**src/rtl/prefetcher_pkg.sv**
```systemverilog
// Shared types and defaults for the prefetcher blocks: issuer FSM states and
// the address/outstanding widths the controller and issuer agree on.
package prefetcher_pkg;

  localparam int ADDR_BITS_DFLT         = 64;
  localparam int LOG_OUTSTAND_REQS_DFLT = 6;

  typedef enum logic [1:0] {
    S_IDLE  = 2'd0,
    S_ISSUE = 2'd1,
    S_STALL = 2'd2
  } issuer_state_t;

endpackage

```
**src/rtl/outstanding_cnt.sv**
```systemverilog
// Up/down counter of in-flight reads: saturates at 0 and MAX_CNT, with a
// registered almost-full flag. Exposes its next value so callers can look ahead.
module outstanding_cnt #(
  parameter int CNT_W         = 7,
  parameter int MAX_CNT       = 64,
  parameter int ALMOST_MARGIN = 2
) (
  input  logic             clk,
  input  logic             reset,
  input  logic             inc_i,
  input  logic             dec_i,
  output logic [CNT_W-1:0] cnt_o,
  output logic [CNT_W-1:0] cnt_next_o,
  output logic             almost_o
);

  localparam logic [CNT_W-1:0] MAXV = CNT_W'(MAX_CNT);
  localparam logic [CNT_W-1:0] ONE  = CNT_W'(1);
  localparam logic [CNT_W-1:0] THR  =
    (MAX_CNT > ALMOST_MARGIN) ? CNT_W'(MAX_CNT - ALMOST_MARGIN) : '0;

  logic [CNT_W-1:0] cnt_q, cnt_d;
  logic             almost_q;

  always_comb begin
    cnt_d = cnt_q;
    // Simultaneous increment and decrement cancel out.
    if (inc_i && !dec_i && cnt_q != MAXV) begin
      cnt_d = cnt_q + ONE;
    end else if (dec_i && !inc_i && cnt_q != '0) begin
      cnt_d = cnt_q - ONE;
    end
  end

  always_ff @(posedge clk) begin
    if (reset) begin
      cnt_q    <= '0;
      almost_q <= 1'b0;
    end else begin
      cnt_q    <= cnt_d;
      almost_q <= (cnt_d >= THR);
    end
  end

  assign cnt_o      = cnt_q;
  assign cnt_next_o = cnt_d;
  assign almost_o   = almost_q;

endmodule

```
**src/rtl/prefetch_req_issuer.sv**
```systemverilog
// Walks PREFETCH_DEPTH strides from each in-window trigger, issuing one read
// per handshake; stops at the window edge, on address wrap, or when reads are full.
module prefetch_req_issuer
  import prefetcher_pkg::*;
#(
  parameter int ADDR_BITS         = ADDR_BITS_DFLT,
  parameter int LOG_OUTSTAND_REQS = LOG_OUTSTAND_REQS_DFLT,
  parameter int PREFETCH_DEPTH    = 4,
  parameter int ALMOST_MARGIN     = 2
) (
  input  logic                         clk,
  input  logic                         reset,
  input  logic                         en,
  input  logic                         prefetchedAddrValid,
  input  logic [ADDR_BITS-1:0]         prefetchedAddr,
  input  logic [ADDR_BITS-1:0]         stride,
  input  logic                         flushN,
  input  logic [ADDR_BITS-1:0]         bar,
  input  logic [ADDR_BITS-1:0]         limit,
  input  logic                         memReqReady,
  input  logic                         memRespValid,
  output logic                         memReqValid,
  output logic [ADDR_BITS-1:0]         memReqAddr,
  output logic [LOG_OUTSTAND_REQS:0]   outstandingCnt,
  output logic                         almostMaxOutstanding,
  output logic                         busy
);

  localparam int                         CNT_W   = LOG_OUTSTAND_REQS + 1;
  localparam int                         MAX_CNT = 1 << LOG_OUTSTAND_REQS;
  localparam logic [CNT_W-1:0]           MAXV    = CNT_W'(MAX_CNT);
  localparam logic [7:0]                 DEPTH   = 8'(PREFETCH_DEPTH);

  issuer_state_t          state_q, state_d;
  logic                   valid_q, valid_d;
  logic [ADDR_BITS-1:0]   addr_q, addr_d;
  logic [ADDR_BITS-1:0]   stride_q, stride_d;
  logic [7:0]             remaining_q, remaining_d;

  logic [ADDR_BITS:0]     sum;
  logic [ADDR_BITS-1:0]   new_addr;
  logic [7:0]             rem_left;
  logic                   wrap, new_in_win, burst_done;
  logic                   hs, trig;
  logic [CNT_W-1:0]       cnt_next;
  logic                   full_next;
  logic                   go_issue;

  // Extra bit of the adder is the carry; for a negative stride a missing carry is a borrow.
  assign sum        = {1'b0, addr_q} + {1'b0, stride_q};
  assign new_addr   = sum[ADDR_BITS-1:0];
  assign wrap       = stride_q[ADDR_BITS-1] ? ~sum[ADDR_BITS] : sum[ADDR_BITS];
  assign new_in_win = (new_addr >= bar) && (new_addr <= limit);
  assign rem_left   = remaining_q - 8'd1;
  assign burst_done = (rem_left == 8'd0) || (stride_q == '0) || wrap || !new_in_win;

  // en gates the visible valid so memory never sees a request while frozen.
  assign hs   = valid_q && en && memReqReady;
  assign trig = prefetchedAddrValid && flushN && en &&
                (prefetchedAddr >= bar) && (prefetchedAddr <= limit);

  assign full_next = (cnt_next == MAXV);

  always_comb begin
    state_d     = state_q;
    valid_d     = valid_q;
    addr_d      = addr_q;
    stride_d    = stride_q;
    remaining_d = remaining_q;
    go_issue    = 1'b0;
    if (!flushN) begin
      state_d = S_IDLE;
      valid_d = 1'b0;
    end else if (en) begin
      if (hs) begin
        addr_d      = new_addr;
        remaining_d = rem_left;
      end
      case (state_q)
        S_ISSUE: begin
          if (hs && burst_done) begin
            state_d = S_IDLE;
            valid_d = 1'b0;
          end else begin
            go_issue = 1'b1;
          end
        end
        S_STALL: go_issue = memRespValid;
        default: go_issue = 1'b0;
      endcase
      if (trig) begin
        addr_d      = prefetchedAddr;
        stride_d    = stride;
        remaining_d = DEPTH;
        go_issue    = 1'b1;
      end
      // Any move toward issuing parks in S_STALL if the count will be full.
      if (go_issue) begin
        state_d = full_next ? S_STALL : S_ISSUE;
        valid_d = !full_next;
      end
    end
  end

  always_ff @(posedge clk) begin
    if (reset) begin
      state_q     <= S_IDLE;
      valid_q     <= 1'b0;
      addr_q      <= '0;
      stride_q    <= '0;
      remaining_q <= '0;
    end else begin
      state_q     <= state_d;
      valid_q     <= valid_d;
      addr_q      <= addr_d;
      stride_q    <= stride_d;
      remaining_q <= remaining_d;
    end
  end

  outstanding_cnt #(
    .CNT_W         (CNT_W),
    .MAX_CNT       (MAX_CNT),
    .ALMOST_MARGIN (ALMOST_MARGIN)
  ) u_cnt (
    .clk        (clk),
    .reset      (reset),
    .inc_i      (hs),
    .dec_i      (memRespValid),
    .cnt_o      (outstandingCnt),
    .cnt_next_o (cnt_next),
    .almost_o   (almostMaxOutstanding)
  );

  assign memReqValid = valid_q && en;
  assign memReqAddr  = addr_q;
  assign busy        = (state_q != S_IDLE);

endmodule

```
**config.mk**
```make
export PLATFORM = sky130hd
export DESIGN_NAME = prefetch_req_issuer
export DESIGN_NICKNAME = d
export VERILOG_FILES = /design/src/rtl/prefetcher_pkg.sv /design/src/rtl/outstanding_cnt.sv /design/src/rtl/prefetch_req_issuer.sv
export SDC_FILE = /design/constraint.sdc
export NUM_CORES = 1
export LEC_CHECK = 0
export ABC_AREA = 0
export CAP_MARGIN = 20
export CORE_ASPECT_RATIO = 0.7
export CORE_UTILIZATION = 45
export CTS_CLUSTER_SIZE = 30
export DETAILED_ROUTE_END_ITERATION = 10
export PLACE_DENSITY = 0.72
export REMOVE_ABC_BUFFERS = 1
export SYNTH_ARGS = -nofsm -noshare
export SYNTH_HDL_FRONTEND = slang
export SYNTH_SLANG_ARGS = --single-unit
```
**constraint.sdc**
```tcl
create_clock -name clk -period 9.92 [get_ports clk]
set_input_delay 1.984 -clock clk [delete_from_list [all_inputs] [get_ports clk]]
set_output_delay 1.984 -clock clk [all_outputs]
set_load 0.01 [all_outputs]
```
* Yosys cells after proc, flatten, opt, wreduce, memory -nomap -nowiden *
Cells that the tools add are included.

word-level totals
  register bits after elaboration = 147
  input port bits = 263
  output and inout port bits = 74
  logic and storage cells = 71

operators by class
  $add $sub $neg = 4
  $lt $le $gt $ge = 5
  equality and inequality tests = 4
  multiplexer cells = 19
  bitwise logic cells = 2
  reductions and logical operators = 30

operators by type and width
  kind                                                                    count
  64-bit >= comparator                                                    2
  64-bit less-or-equal comparator                                         2
  64-bit 2-to-1 mux                                                       2
  64-bit by 64-bit adder with 65-bit output                               1
  64-bit logical NOT                                                      1
  8-bit 2-to-1 mux                                                        2
  7-bit 2-to-1 mux                                                        2
  1-bit logical AND                                                       12
  3-bit AND reduction                                                     3
  8-bit logical NOT                                                       1
  1-bit 2-to-1 mux                                                        8
  2-bit 2-to-1 mux                                                        4
  2-bit nonzero test                                                      4
  8-bit by 1-bit subtractor with 8-bit output (second input constant)     1
  7-bit by 1-bit adder with 7-bit output (second input constant)          1
  7-bit equality test (second input constant)                             1
  7-bit by 6-bit >= comparator with 1-bit output (second input constant)  1
  7-bit != test (second input constant)                                   1
  7-bit nonzero test                                                      1
  7-bit by 1-bit subtractor with 7-bit output (second input constant)     1
  1-bit logical NOT                                                       4
  1-bit logical OR                                                        3
  2-bit by 1-bit equality test with 1-bit output (second input constant)  1
  2-bit equality test (second input constant)                             1
  3 further kinds                                                         4

* Logic depth before layout (Yosys ltp) *
Gate-level depths: netlist of the first run.

  word-level depth = 13
  depth in mapped cells = 25
  depth with buffers taken out = 25

* Hierarchy *
Synthesis of the first run repeated with hierarchy kept, for this count alone.

unflattened totals
  cells, all modules = 2046
  area total of the unflattened synthesis = 16082.9 µm²

modules (own cells, without submodules)
  module               times used  cells each  area an instance (µm²)
  prefetch_req_issuer  1           1976        15503.6
  outstanding_cnt      1           70          579.3

* Least setup slack after synthesis of the first run *
Ideal clock, no wire load.

  path type = reg-to-reg
  start point = register addr_q[0], in the netlist memReqAddr[0]
  end point = register state_q[0]
  arrival = 5.116 ns
  path slack = 4.734 ns
  cell stages (with the launch flop) = 26
  buffers on the path = 0
  cells stage by stage = dfxtp_1 ha_1 inv_1 fa_1 nand2b_1 a21oi_1 o21ai_1 a2111oi_1 nand3b_1 a21oi_1 nand4b_1 o21ai_1 a21oi_1 xnor2_1 ha_1 and2_0 a221o_1 a221oi_1 o21ai_0 a21o_1 a21oi_1 a31o_2 and4_1 nor4b_1 a2111oi_0 o2bb2ai_1

on the way
  longest elaborated chain between the ends = 13
  elaborated cells between the ends (all ways) = 19

RTL lines
  element                                                       line                                                  text
  start: declaration                                            prefetch_req_issuer.sv:36                             logic [ADDR_BITS-1:0] addr_q, addr_d;
  start signal: assignment                                      prefetch_req_issuer.sv:115                            addr_q <= addr_d;
  64-bit by 64-bit adder with 65-bit output *                   prefetch_req_issuer.sv:50                             assign sum = {1'b0, addr_q} + {1'b0, stride_q};
  64-bit >= comparator (tied with other cells)                  prefetch_req_issuer.sv:53                             assign new_in_win = (new_addr >= bar) && (new_addr <= limit);
  1-bit logical AND / 1-bit 2-to-1 mux (equally long branches)  prefetch_req_issuer.sv:53, prefetch_req_issuer.sv:52
  1-bit logical NOT / 1-bit logical OR (equally long branches)  prefetch_req_issuer.sv:55                             assign burst_done = (rem_left == 8'd0) || (stride_q == '0) || wrap || !new_in_win;
  1-bit logical OR *                                            prefetch_req_issuer.sv:55
  1-bit logical AND *                                           prefetch_req_issuer.sv:81                             if (hs && burst_done) begin
  1-bit 2-to-1 mux                                              prefetch_req_issuer.sv:81
  1-bit one-hot mux with 2 select lines                         prefetch_req_issuer.sv:79                             case (state_q)
  1-bit 2-to-1 mux                                              prefetch_req_issuer.sv:91                             if (trig) begin
  1-bit 2-to-1 mux                                              prefetch_req_issuer.sv:74                             end else if (en) begin
  1-bit 2-to-1 mux                                              prefetch_req_issuer.sv:71                             if (!flushN) begin
  2-bit nonzero test (no source line)                           -
  3-bit AND reduction (no source line)                          -
  end signal: assignment                                        prefetch_req_issuer.sv:113                            state_q <= state_d;
  end: declaration                                              prefetch_req_issuer.sv:34                             issuer_state_t state_q, state_d;

Every way passes the cells marked *; elsewhere a longest branch is shown, timed or not. The select of a mux whose other input is x is not followed.
A chain may end at the register's enable or synchronous reset.

* Worst setup path in the final report of the first run *
  start point = register stride_q[0]
  end point = register state_q[0]

on the way
  longest elaborated chain between the ends = 13
  elaborated cells between the ends (all ways) = 21

RTL lines
  element                                                       line                                                  text
  start: declaration                                            prefetch_req_issuer.sv:37                             logic [ADDR_BITS-1:0] stride_q, stride_d;
  start signal: assignment                                      prefetch_req_issuer.sv:116                            stride_q <= stride_d;
  64-bit by 64-bit adder with 65-bit output                     prefetch_req_issuer.sv:50
  64-bit >= comparator (tied with other cells)                  prefetch_req_issuer.sv:53
  1-bit logical AND / 1-bit 2-to-1 mux (equally long branches)  prefetch_req_issuer.sv:53, prefetch_req_issuer.sv:52
  1-bit logical NOT / 1-bit logical OR (equally long branches)  prefetch_req_issuer.sv:55
  1-bit logical OR *                                            prefetch_req_issuer.sv:55
  1-bit logical AND *                                           prefetch_req_issuer.sv:81
  1-bit 2-to-1 mux                                              prefetch_req_issuer.sv:81
  1-bit one-hot mux with 2 select lines                         prefetch_req_issuer.sv:79
  1-bit 2-to-1 mux                                              prefetch_req_issuer.sv:91
  1-bit 2-to-1 mux                                              prefetch_req_issuer.sv:74
  1-bit 2-to-1 mux                                              prefetch_req_issuer.sv:71
  2-bit nonzero test (no source line)                           -
  3-bit AND reduction (no source line)                          -

Marked as above.

==> key figures, run 1 <==
Setup path
  – CP Capture Type: register
  – Crit path cell chain: ha_1 -> inv_1 -> fa_1 -> nand2b_1 -> a21oi_1 -> o21ai_1 -> a2111oi_1 -> nand3b_1 -> a21oi_1 -> nand4b_1 -> o21ai_1 -> a31oi_1 -> xnor2_1 -> ha_1 -> nand4_1 -> or3_1 -> nor2_1 -> nand2_1 -> nor4_1 -> a221o_1 -> and4_1 -> nor4b_1 -> a2111oi_0 -> o2bb2ai_1
  – Largest stage delay, worst path: 0.58 ns
  – Reg-to-reg endpoint: state_q[0]
  – CP max-delay cell: a2111oi_1
  – Worst Reg-to-Reg Cells: 24
  – Worst r2r src: stride_q[0]
  – Critical path data required time: 10.30 ns
  – Worst setup path class: reg2reg
  – Data arrival, critical path: 7.49 ns
  – CP Max Fanout: 5
  – Reg-to-reg slack, setup: 2.81 ns
  – Startpoint Class: register

Timing
  – Period minus WS final: 7.11 ns
  – Final setup violation count: 0
  – Fin Setup TNS: 0 ns
  – Fmax achieved: 141 MHz
  – Tcrit/Tclk final: 71.7%
  – Worst-margin pin slew: 1.06 ns
  – Max-slew headroom: 28.9%
  – Fin Clk Skew: 0.0123 ns
  – Final hold violations: 0
  – Pins over their slew limit: 0
  – RSZ-0062 raised after global routing: false

Floorplan
  – Top Ports: 337
  – Die footprint: 36400 um^2
  – Initial Utilization: 46.0%
  – Die H: 160 um
  – Die W: 228 um
  – Core ar.: 34900 um^2
  – Row Count: 57

Finish
  – Multi-input logic area: 12200 um^2
  – Layout Nets: 3021
  – Layout cells sized above 1: 2.62%
  – Final Non-Filler Cells: 2915
  – Filler Cells Inserted: 3197
  – Area grow syn2layout: 26.5%
  – Register area: 2920 um^2

Routing
  – Vias/cell: 5.95
  – Final wirelength: 60400 um
  – DR pass1 iterations: 5
  – WL/cell: 20.7 um
  – Routed Antenna Nets: 0
  – DRT iter0 DRCs: 1858
  – Via count: 17400
  – Drt drc: 0

Synthesis
  – Post-synthesis compound-gate area fraction: 24.5%
  – Top cell type's share of synthesized area: 25.6%
  – Mux contribution to synthesized area: 0.507%
  – Most common cell in the netlist: nand2_1
  – Largest family of logic cells by synthesized area: adder cells
  – Synth Flop Type: dfxtp_1
  – Post-synthesis cell count: 2149
  – Post-Synth XOR/XNOR Area: 3.93%
  – Ys async rst share: 0%
  – Post-Synth Simple-Gate Area: 21.1%
  – Ys Warns: 0
  – Post-synth cell types: 87
  – Area share of fa/ha/maj cells after synthesis: 25.7%
  – Post-synth EDFFs: 0
  – Synth top area cells: ha_1, dfxtp_1, nand2_1
  – Synth cell count leaders: nand2_1, ha_1, a21oi_1, nor2_1, inv_1
  – #FFs+latches synth: 146
  – Cell taking the most area after synthesis: ha_1
  – Avg Inst Size Synth: 7.47 um^2
  – Register area share after synthesis: 18.2%
  – Cell Area, Synth: 16100 um^2

Power and ir drop
  – Power, Total: 1880 uW
  – LEAKAGE: 0.00898 uW
  – PwrDens: 92.5 nW/um^2
  – Worst vdd ir: 0.000119 V

Run status
  – Outcome: finished, final reports clean

Hold path
  – Min-delay src: stride_q[18]
  – Hold path depth: 2
  – Endpoint, Worst Hold: stride_q[18]
  – Worst Hold Class: reg2reg

Global route
  – Largest net degree at the start of global routing: 110
  – Initial antenna violation count: 1
  – First-pass GRT wire length: 92900 um
  – Vias in the first global route: 16300
  – Total GRT Usage: 32.3%
  – Gr ovfl total: 0

Clock tree
  – Reg clk slew, reported paths: 0.06 ns
  – Bufs on Longest Clock Path: 2
  – # resized after CTS: 0
  – CTS Buf Count: 17
  – Postcts setup bufs: 0
  – Clock Sinks: 146
  – CTS tree: yes
  – Hold_buf cts: 0
  – Clk Latency, worst-skew pair: 0.45 ns
  – Root Driver: clkbuf_16
  – H-tree depth: 4

Place
  – Count of input and output buffers: 336
  – Gpl congestion: 0.957
  – DP HPWL: 50200 um
  – Dpl cells: 2880

Job
  – Max Cap Viol: 0
per-stage QoR:
stage          hold WS [ns]  cell area, um^2  utilization (%)  setup WS, ns
2_1_floorplan         0.443            15700                -          1.66
3_3_place_gp          0.461            19700             56.4          2.55
3_5_place_dp          0.468            19700             56.4          2.47
4_1_cts               0.478            20300             58.1          2.93
5_1_grt               0.496            20300             58.2          2.49
6_report              0.484            20300             58.2          2.81
logic make-up after synthesis:
family          Yosys count
mux                       8
fa+ha+maj               329
compound gates          606
flops                   146
buf+inv                 242
simple gates            746
xor+xnor                 72
how the worst max path moves through the flow:
| stage | slack (ns) | start | end |
|---|---|---|---|
| after global placement | 2.55 | prefetchedAddr[0] | memReqAddr[46] |
| after floorplan | 1.66 | prefetchedAddr[0] | memReqAddr[57] |
| after detailed placement | 2.47 | prefetchedAddr[0] | memReqAddr[50] |
| after CTS | 2.93 | prefetchedAddr[0] | memReqAddr[50] |
| after global routing | 2.49 | stride_q[0] | state_q[0] |
| final | 2.81 | stride_q[0] | state_q[0] |
critical path, delay by kind of cell (launching register included):
| family | cells | cell delay, ns |
|---|---|---|
| AOI/OAI and AO/OA | 9 | 2.54 |
| and+or+nand+nor | 10 | 2.80 |
| adders and majority gates | 3 | 0.82 |
| buffers and inverters | 1 | 0.07 |
| DFF | 1 | 0.36 |
| xor gates and xnor gates | 1 | 0.42 |
cells in the final DEF (no fill, tap or decap), types with 30 or more instances in the layout:
cell	synthesis	layout
ha_1	328	328
a211oi_1	32	32
nand2_1	354	354
a311oi_1	42	42
nand4_1	65	65
a21o_1	59	59
nor2_1	159	159
dfxtp_1	146	146
xor2_1	30	30
nand3_1	48	48
clkdlybuf4s50_1	0	335
a21oi_1	240	240
xnor2_1	42	42
o21ai_0	81	81
inv_1	158	158
sequential cells by signal, summed over array words and instances, names as in the netlist:
| name | flops |
|---|---|
| memReqAddr | 64 |
| remaining_q | 8 |
| stride_q | 64 |
| state_q | 2 |
| u_cnt.cnt_o | 7 |
| u_cnt.almost_o | 1 |
where the power goes:
group	total (uW)	internal [uW]	switching, uW
Combinational	566	269	297
Clock	671	391	280
Sequential	640	608	31.6
Total	1880	1270	609
layer usage:
metal | track usage [%] | wire [um] | vias to the layer above
met3 | 5.34 | 5130 | 77
li1 | - | - | 8385
met2 | 46.3 | 24500 | 773
met4 | 8.57 | 1260 | 0
met1 | 49.0 | 29500 | 8115
met5 | 0 | 0 | -
final cells by class:
type                            instances  area share, %
Antenna cell                            1         0.0123
Clock buffer                           21           2.32
Clock inverter                         11          0.629
Inverter                              159           2.95
Multi-Input combinational cell       1761           59.9
Sequential cell                       146           14.4
Tap cell                              472           2.91
Timing Repair Buffer                  344           16.9
No activity file was read; power rests on OpenSTA's default activity.
==> run 2: changes to the inputs <==
- PLACE_DENSITY: 0.72 -> 0.75
- clock period: 9.92 -> 5.93 ns (I/O delays scaled with it)
==> key figures, run 2 (synthesis results as in run 1) <==
Place
  – Gpl congestion: 0.991 (+3.6%)
  – Count of input and output buffers: 336 (unchanged)
  – DP HPWL: 51900 um (+3.5%)
  – Post-place setup slack: 0.0714 ns (-2.40 ns)

Global route
  – Gr ovfl total: 0 (unchanged)
  – Total GRT Usage: 33.6% (+1.3 points)
  – Largest net degree at the start of global routing: 110 (unchanged)
  – Initial antenna violation count: 1 (unchanged)
  – Vias in the first global route: 17100 (+4.8%)
  – First-pass GRT wire length: 96600 um (+4.0%)

Hold path
  – Worst Hold Class: reg2reg
  – Min-delay src: stride_q[51]

Setup path
  – Critical path data required time: 6.28 ns (-4.02 ns)
  – Data arrival, critical path: 6.07 ns (-1.42 ns)
  – Crit path cell chain: ha_1 -> a211oi_2 -> o21ai_1 -> a221o_1 -> a21oi_1 -> o21ai_0 -> a21bo_2 -> nor2_1 -> o21ai_0 -> xor2_1 -> buf_4 -> ha_1 -> nand4_1 -> nor3_1 -> a221o_1 -> or3_1 -> a221o_1 -> and4_1 -> nor4b_2 -> a2111oi_2 -> o2bb2ai_1
  – CP Max Fanout: 4 (-1)
  – CP top delay family: compound AO/OA/AOI/OAI gates
  – CP Capture Type: register
  – CP Launch Point: memReqAddr[1]
  – Worst r2r src: memReqAddr[1]
  – Worst setup path class: reg2reg
  – Crit-path most repeated cell: a221o_1
  – Startpoint Class: register
  – CP max-delay cell: a221o_1
  – Largest stage delay, worst path: 0.43 ns (-0.15 ns)
  – Worst path bufs/invs: 1 (unchanged)

Routing
  – Routed Antenna Nets: 0 (unchanged)
  – DR pass1 iterations: 6 (+1)
  – Final wirelength: 62400 um (+3.3%)
  – DRT iter0 DRCs: 1751 (-5.8%)
  – Via count: 17700 (+2.3%)
  – WL/cell: 21.2 um (+2.1%)
  – Vias/cell: 6.02 (+1.1%)
  – Drt drc: 0 (unchanged)

Floorplan
  – Initial Utilization: 46.0% (unchanged)
  – Die H: 160 um (unchanged)
  – Die footprint: 36400 um^2 (unchanged)
  – Row Count: 57 (unchanged)
  – Core ar.: 34900 um^2 (unchanged)
  – Top Ports: 337 (unchanged)
  – Die W: 228 um (unchanged)

Clock tree
  – Root Driver: clkbuf_16
  – CTS tree: yes
  – CTS Buf Count: 17 (unchanged)
  – Hold_buf cts: 0 (unchanged)
  – Clk Latency, worst-skew pair: 0.47 ns (+0.02 ns)
  – Clock Sinks: 146 (unchanged)
  – Reg clk slew, reported paths: 0.06 ns (about the same)
  – Bufs on Longest Clock Path: 2 (unchanged)
  – H-tree depth: 4 (unchanged)

Power and ir drop
  – Worst vdd ir: 0.000217 V (+82%)
  – PwrDens: 156 nW/um^2 (+68%)
  – LEAKAGE: 0.00921 uW (+2.6%)

Timing
  – Max-slew headroom: 45.8% (+17 points)
  – Fin Clk Skew: 0.00960 ns (-0.00268 ns)
  – Fmax achieved: 175 MHz (+24%)
  – Tcrit/Tclk final: 96.4% (+25 points)
  – Final hold violations: 0 (unchanged)
  – Period minus WS final: 5.72 ns (-1.39 ns)
  – RSZ-0062 raised after global routing: false
  – Worst setup margin: 0.211 ns (-2.60 ns)
  – Final setup violation count: 0 (unchanged)
  – Worst-margin pin slew: 0.793 ns (-0.263 ns)
  – Pins over their slew limit: 0 (unchanged)

Finish
  – Area grow syn2layout: 28.9%
  – Layout Nets: 3056 (+1.2%)
  – Finished Core Util: 59.3% (+1.1 points)
  – Most frequent cells in the layout: nand2_1, clkdlybuf4s50_1, ha_1
  – Commonest non-fill, non-tap cell in the layout: nand2_1
  – Ant. Diodes: 0 (-1)
  – Layout cells sized above 1: 4.52% (+1.9 points)

Run status
  – Outcome: finished, final reports clean

Job
  – Max Cap Viol: 0 (unchanged)
run 2: repair_timing:
item,4_1_cts,5_1_grt
gates resized for setup,0,14
endpoints found under the setup margin,0,2
buffers inserted,0,4
hold endpoints to repair,0,0
run 2: metrics by stage:
step	cells	power [uW]	area, um^2	hold slack, ns	TNS [ns]
after floorplan	2066	1570	15700	0.443	-164.07
after global placement	2913	2010	20000	0.462	0
after detailed placement	2913	2030	20000	0.465	0
after CTS	2945	3200	20600	0.474	0
after global routing	2949	3350	20700	0.498	0
final	2949	3220	20700	0.474	0
run 2: worst reg2reg max path, stage by stage (launching register included):
cell       delay [ns]
dfxtp_1          0.34
ha_1             0.33
a211oi_2         0.27
o21ai_1          0.15
a221o_1          0.43
a21oi_1          0.33
o21ai_0          0.23
a21bo_2          0.29
nor2_1           0.25
o21ai_0          0.17
xor2_1           0.30
buf_4            0.18
ha_1             0.24
nand4_1          0.15
nor3_1           0.10
a221o_1          0.32
or3_1            0.39
a221o_1          0.37
and4_1           0.21
nor4b_2          0.33
a2111oi_2        0.10
o2bb2ai_1        0.15
run 2: final timing paths:
| check | to | slack [ns] | cells past startpoint |
|---|---|---|---|
| min | stride_q[51] | 0.47 | 2 |
| max reg2reg | state_q[0] | 0.21 | 21 |
| min reg2reg | stride_q[51] | 0.47 | 2 |
| max | state_q[0] | 0.21 | 21 |
run 2: routing by layer:
layer,part of all wire [%],track usage [%],vias to the layer above
met5,0,0,-
met3,9.7,7.00,75
li1,-,-,8454
met2,41,49.0,831
met4,1.8,7.86,0
met1,48,49.9,8387
run 2: layout make-up:
| class | instances | area (um^2) |
|---|---|---|
| clock buffers | 19 | 453 |
| clock inverters | 13 | 176 |
| flip-flops and latches | 146 | 2920 |
| fillers | 3235 | 14200 |
| inverters | 159 | 598 |
| multi-input cells | 1761 | 12200 |
| well taps | 472 | 591 |
| repair buffers | 379 | 3730 |
run 2: power by group:
group          total [uW]  switching, uW  internal (uW)
logic                 959            502            456
clock network        1190            498            691
registers            1070           55.1           1020
==> run 3: changes to the inputs <==
- CAP_MARGIN: 20 -> 5
==> results of run 3 <==
The final DEF is identical to that of run 2; final timing and power are the same.
==> RTL change 1: new RTL, flow settings as in run 3 <==
The package constant `LOG_OUTSTAND_REQS_DFLT` goes from 6 to 7.
--- a/src/rtl/prefetcher_pkg.sv
+++ b/src/rtl/prefetcher_pkg.sv
@@ -5,3 +5,3 @@
   localparam int ADDR_BITS_DFLT         = 64;
-  localparam int LOG_OUTSTAND_REQS_DFLT = 6;
+  localparam int LOG_OUTSTAND_REQS_DFLT = 7;
 
Interface: changed (resized outstandingCnt); port bits go from 337 to 338. No check against the original RTL was run, so the function may have changed too.
==> RTL change 1 against run 3 <==
  * Total power rose by 5.2%
  * Cell area rose by 1.9%
  * Synthesized cell count fell by 3.3%
  * Global-route usage rose by 1.6 points
  * Core utilization fell by 0.66 points
  * First-iteration DRC count rose by 4.5%
  * Setup slack improved by 0.045 ns
  * Fmax rose by 0.79%
  * Non-clock buffer count fell by 2
  * Sequential cell count rose by 1
  * Routed wire length rose by 7.8%
  * Area after synthesis rose by 2.5%
  * Critical endpoint unchanged
  * Largest cell class unchanged
  * Largest power group unchanged
==> RTL change 1: results (changes against run 3) <==
timing:
  fin_hold_ws_ns: 0.4918  # +0.01766 ns
  fmax_ghz: 0.1762  # +0.79%
  finClkSkew_ns: 0.01351  # +0.003905 ns
  worst_pin_slew_ns: 1.148  # +0.3553 ns
critical_path:
  rr_worst_depth: 21  # unchanged
  crit_path_top_delay_cell: "dfxtp_1"
  path_max_fanout: 8  # +4
  critPathCapture: "state_q[0]$_SDFFE_PP0P_"
  critical_path.top_delay_family: "compound AO/OA/AOI/OAI gates"
  cp_slowest_stage_delay_ns: 0.54  # +0.11 ns
  r2r_slack_ns: 0.26  # +0.04 ns
  crit_path_start: "stride_q[10]$_SDFFE_PP0P_"
synth:
  synth.avg_cell_area_sq_um: 7.917  # +6.0%
  yosys_warnings: 0  # unchanged
  ys_top_cells_by_area: "ha_1 25%, dfxtp_1 18%, mux2i_1 7.1%"
  yosysSeqAreaShare_pct: 17.89  # -0.32 points
  ys_async_sr_fraction_pct: 0  # unchanged
  synth_ff_type: "dfxtp_1"
  yosys-top-cells-count: "328 x ha_1, 212 x nor2_1, 185 x a21oi_1, 159 x inv_1, 147 x dfxtp_1"
  synth_cell_types: 79  # -9.2%
global_route:
  antenna_found_initial: 5  # +4
  grt_pass1_vias: 16576  # -3.1%
  grt_pass1_wl_mm: 99.80  # +3.3%
  grt_usage_pct: 35.22  # +1.6 points
  grt_max_degree: 110  # unchanged
drt:
  first_pass_iters: 6  # unchanged
  dr.first_iter.drc_count: 1829  # +4.5%
  drc: 0  # unchanged
  wl_per_cell_um: 23.22  # +9.8%
  viasPerCell: 6.151  # +2.2%
cts:
  clock_latency_ns: 0.46
  cts_buffers: 17  # unchanged
  h-tree-depth: 4  # unchanged
  clk_pin_slew_worst_paths_ns: 0.06  # about the same
  cts_max_path_buffers: 2  # unchanged
  root_buffer: "clkbuf_16"
final_layout:
  nets: 2992  # -2.1%
  fillCellCount: 3258  # +0.71%
  drive_gt1_share_pct: 4.144  # -0.38 points
power_and_ir_drop:
  irDropWorstVdd_mv: 0.2634  # +21%
  pwr-share-seq_pct: 32.6  # -0.7 points
  combPwrFrac_pct: 33.5  # +3.7 points
  p_seq_mw: 1.10
  intPower_mw: 2.221  # +2.6%
  p_leak_nw: 9.637  # +4.6%
placed_design:
  portBuffers: 337  # +0.30%
  post-dp-hpwl_mm: 56.50  # +8.8%
  gp_congestion: 1.083  # +9.3%
  dpl_worst_slack_ns: 0.2357  # +0.1643 ns
hold_path:
  hold_start: "remaining_q[7]$_SDFFE_PP0P_"
  hold_end: "remaining_q[7]$_SDFFE_PP0P_"
  whs_path_depth: 2  # unchanged
  hp-class: "flip-flop to flip-flop"
outcome:
  status: "finished, final reports clean"
RTL change 1: cell count changes after synthesis, moves of 8 or more:
cell	before	now
nand2_1	354	135
mux2i_1	7	116
a21oi_1	240	185
nor2_1	159	212
a211oi_1	32	74
a311oi_1	42	3
nor3_1	18	39
buf_2	36	23
and3_1	9	19
xnor2_1	42	34
RTL change 1: final cells by class:
class	count	area [sq um]	area share [%]
Multi-Input combinational cell	1698	12620	59.89
Timing Repair Buffer	377	3709	17.59
Tap cell	480	600.6	2.849
Clock buffer	22	474.2	2.250
Antenna cell	4	10.01	0.04749
Sequential cell	147	2943	13.96
Inverter	159	596.8	2.831
Clock inverter	10	121.4	0.5758
RTL change 1: routing by layer:
metal  up-vias  share of wire, %  track usage [%]
met3        84                11            8.638
li1       8411                 -                -
met2       878                40            50.81
met4         2               1.9            7.887
met5         -             0.019                0
met1      8445                47            51.96
RTL change 1: logic make-up (layout without fill, tap and decap cells):
group           after synthesis  after routing  share of synthesized area [%]
xor+xnor                     61             61                          3.248
other cells                   0              4                              0
mux                         118            118                          7.195
compound gates              584            584                          23.47
fa+ha+maj                   329            329                          25.07
simple gates                606            606                          17.50
buf+inv                     233            568                          5.628
flops                       147            147                          17.89
RTL change 1: repair_timing:
| item | CTS | global route |
|---|---|---|
| resized for setup | 0 | 8 |
| buffers inserted | 0 | 0 |
| setup endpoints to repair | 0 | 2 |
| hold buffers | 0 | 0 |
RTL change 1: stage by stage:
stage / area (sq um) / cells / TNS [ns]
floorplan: 16120 / 2004 / -85.55
global placement: 20430 / 2860 / 0
detailed placement: 20430 / 2860 / 0
CTS: 21030 / 2892 / 0
global route: 21080 / 2897 / 0
finish: 21080 / 2897 / 0
==> RTL change 2: new RTL, config.mk and constraints of run 3 <==
Made on the original files. Put a register stage on the output `outstandingCnt`. The value now appears one clock later. The other outputs are not delayed to match.
--- a/src/rtl/prefetch_req_issuer.sv
+++ b/src/rtl/prefetch_req_issuer.sv
@@ -32,2 +32,4 @@
   localparam logic [7:0]                 DEPTH   = 8'(PREFETCH_DEPTH);
+
+  logic [LOG_OUTSTAND_REQS:0] outstandingCnt_d;
 
@@ -129,3 +131,3 @@
     .dec_i      (memRespValid),
-    .cnt_o      (outstandingCnt),
+    .cnt_o      (outstandingCnt_d),
     .cnt_next_o (cnt_next),
@@ -138,2 +140,6 @@
 
+  always_ff @(posedge clk) begin
+    outstandingCnt <= outstandingCnt_d;
+  end
+
 endmodule
Check against the original RTL: not equivalent (Yosys sat finds a counterexample within 4 cycles, from zero or initial values and one cycle with reset high).
==> RTL change 2 against run 3 <==
  * Area after synthesis grew 3.9%
  * Via count rose by 2.6%
  * Cell area rose by 5.9%
  * Setup slack got worse by 0.013 ns
  * Sequential share of layout area decreased by 0.13 points
  * Sequential power grew 7%
  * Global-route usage is 0.38 points lower
  * Synthesized cell count rose by 2.0%
  * Sequential cell count is 7 higher
  * Combinational power is 5% higher
  * Routed wire length increased by 3.8%
  * Total power up 5.5%
  * Critical path type unchanged
  * Highest routed layer unchanged
==> RTL change 2: results (changes against run 3) <==
drt:
  route.met3.wl_mm: 6.368  # +4.9%
  num_vias: 18206  # +2.6%
  wl_met1_mm: 30.25  # +1.7%
  wl_met2_mm: 26.47  # +4.0%
final_layout:
  fin_cells: 3036  # +3.0%
  seq_area_share_pct: 13.99  # -0.13 points
  buffers: 429  # +13%
  multi_input_comb_cells: 1751  # -0.57%
  nets: 3138  # +2.7%
  fillCellCount: 3218  # -0.53%
  nFlopsAndLatches: 153  # +4.8%
global_route:
  use_met1_pct: 47.49  # -2.4 points
  grt_max_degree: 69  # -37%
  use_met2_pct: 48.91  # about the same
  antenna_found_initial: 0  # -1
synth:
  synth_cell_types: 82  # -5.7%
  ys_top_cells_by_area: "ha_1 25%, dfxtp_1 18%, a21oi_1 7.8%"
  yosysSeqAreaShare_pct: 18.36  # +0.15 points
placed_design:
  dpl_worst_slack_ns: -0.09670  # -0.1681 ns
  post-dp-hpwl_mm: 53.30  # +2.6%
  placed_area_sq_mm: 0.02093  # +4.8%
  gp_congestion: 0.9857  # -0.53%
outcome:
  status: "finished, final reports clean"
critical_path:
  crit_path_top_delay_cell: "or4b_4"
  path_max_fanout: 8  # +4
  cp_slowest_stage_delay_ns: 0.59  # +0.16 ns
  arrival_ns: 6.10  # +0.03 ns
power_and_ir_drop:
  intPower_mw: 2.326  # +7.5%
  p_leak_nw: 10.05  # +9.1%
cts:
  clock_latency_ns: 0.45  # -0.02 ns
[RTL change 2: cell count changes in the layout (fill, tap and decap cells not counted), moves of 15 or more]
cell and delta:
a211oi_1 -16, a21oi_1 +15, a221oi_1 +20, a311oi_1 -40, a311oi_2 +26, buf_4 +48
inv_1 +35, nand2_1 -36, nor2_1 -49, nor3_1 +18
[RTL change 2: per-stage QoR]
stage	power, mW	setup TNS [ns]
finish	3.398	0
global route	3.538	-0.02169
CTS	3.376	0
detailed placement	2.141	-0.1659
global placement	2.112	0
floorplan	1.665	-1.794
[RTL change 2: cell families after synthesis]
family / Yosys count / share of synthesized area, %
buffers and inverters: 287 / 7.110
AOI/OAI and AO/OA: 626 / 25.31
and+or+nand+nor: 718 / 20.34
xor gates and xnor gates: 69 / 3.623
adders and majority gates: 329 / 24.72
DFF: 153 / 18.36
muxes: 9 / 0.5400
[RTL change 2: path summary, 6_finish.rpt]
| kind | slack (ns) | cells after the start | to | start |
|---|---|---|---|---|
| worst max-delay path | 0.20 | 23 | state_q[1]$_SDFFE_PP0P_ | memReqAddr[16]$_SDFFE_PP0P_ |
| worst min-delay path | 0.40 | 0 | outstandingCnt[6]$_DFF_P_ | u_cnt.cnt_o[6]$_SDFF_PP0_ |
| worst max register to register | 0.20 | 23 | state_q[1]$_SDFFE_PP0P_ | memReqAddr[16]$_SDFFE_PP0P_ |
| worst min register to register | 0.40 | 0 | outstandingCnt[6]$_DFF_P_ | u_cnt.cnt_o[6]$_SDFF_PP0_ |
[RTL change 2: timing repair]
| item | CTS | global route |
|---|---|---|
| gates resized for setup | 2 | 60 |
| endpoints found under the setup margin | 2 | 2 |
| pin swaps | 2 | 21 |
| buffers inserted | 0 | 6 |
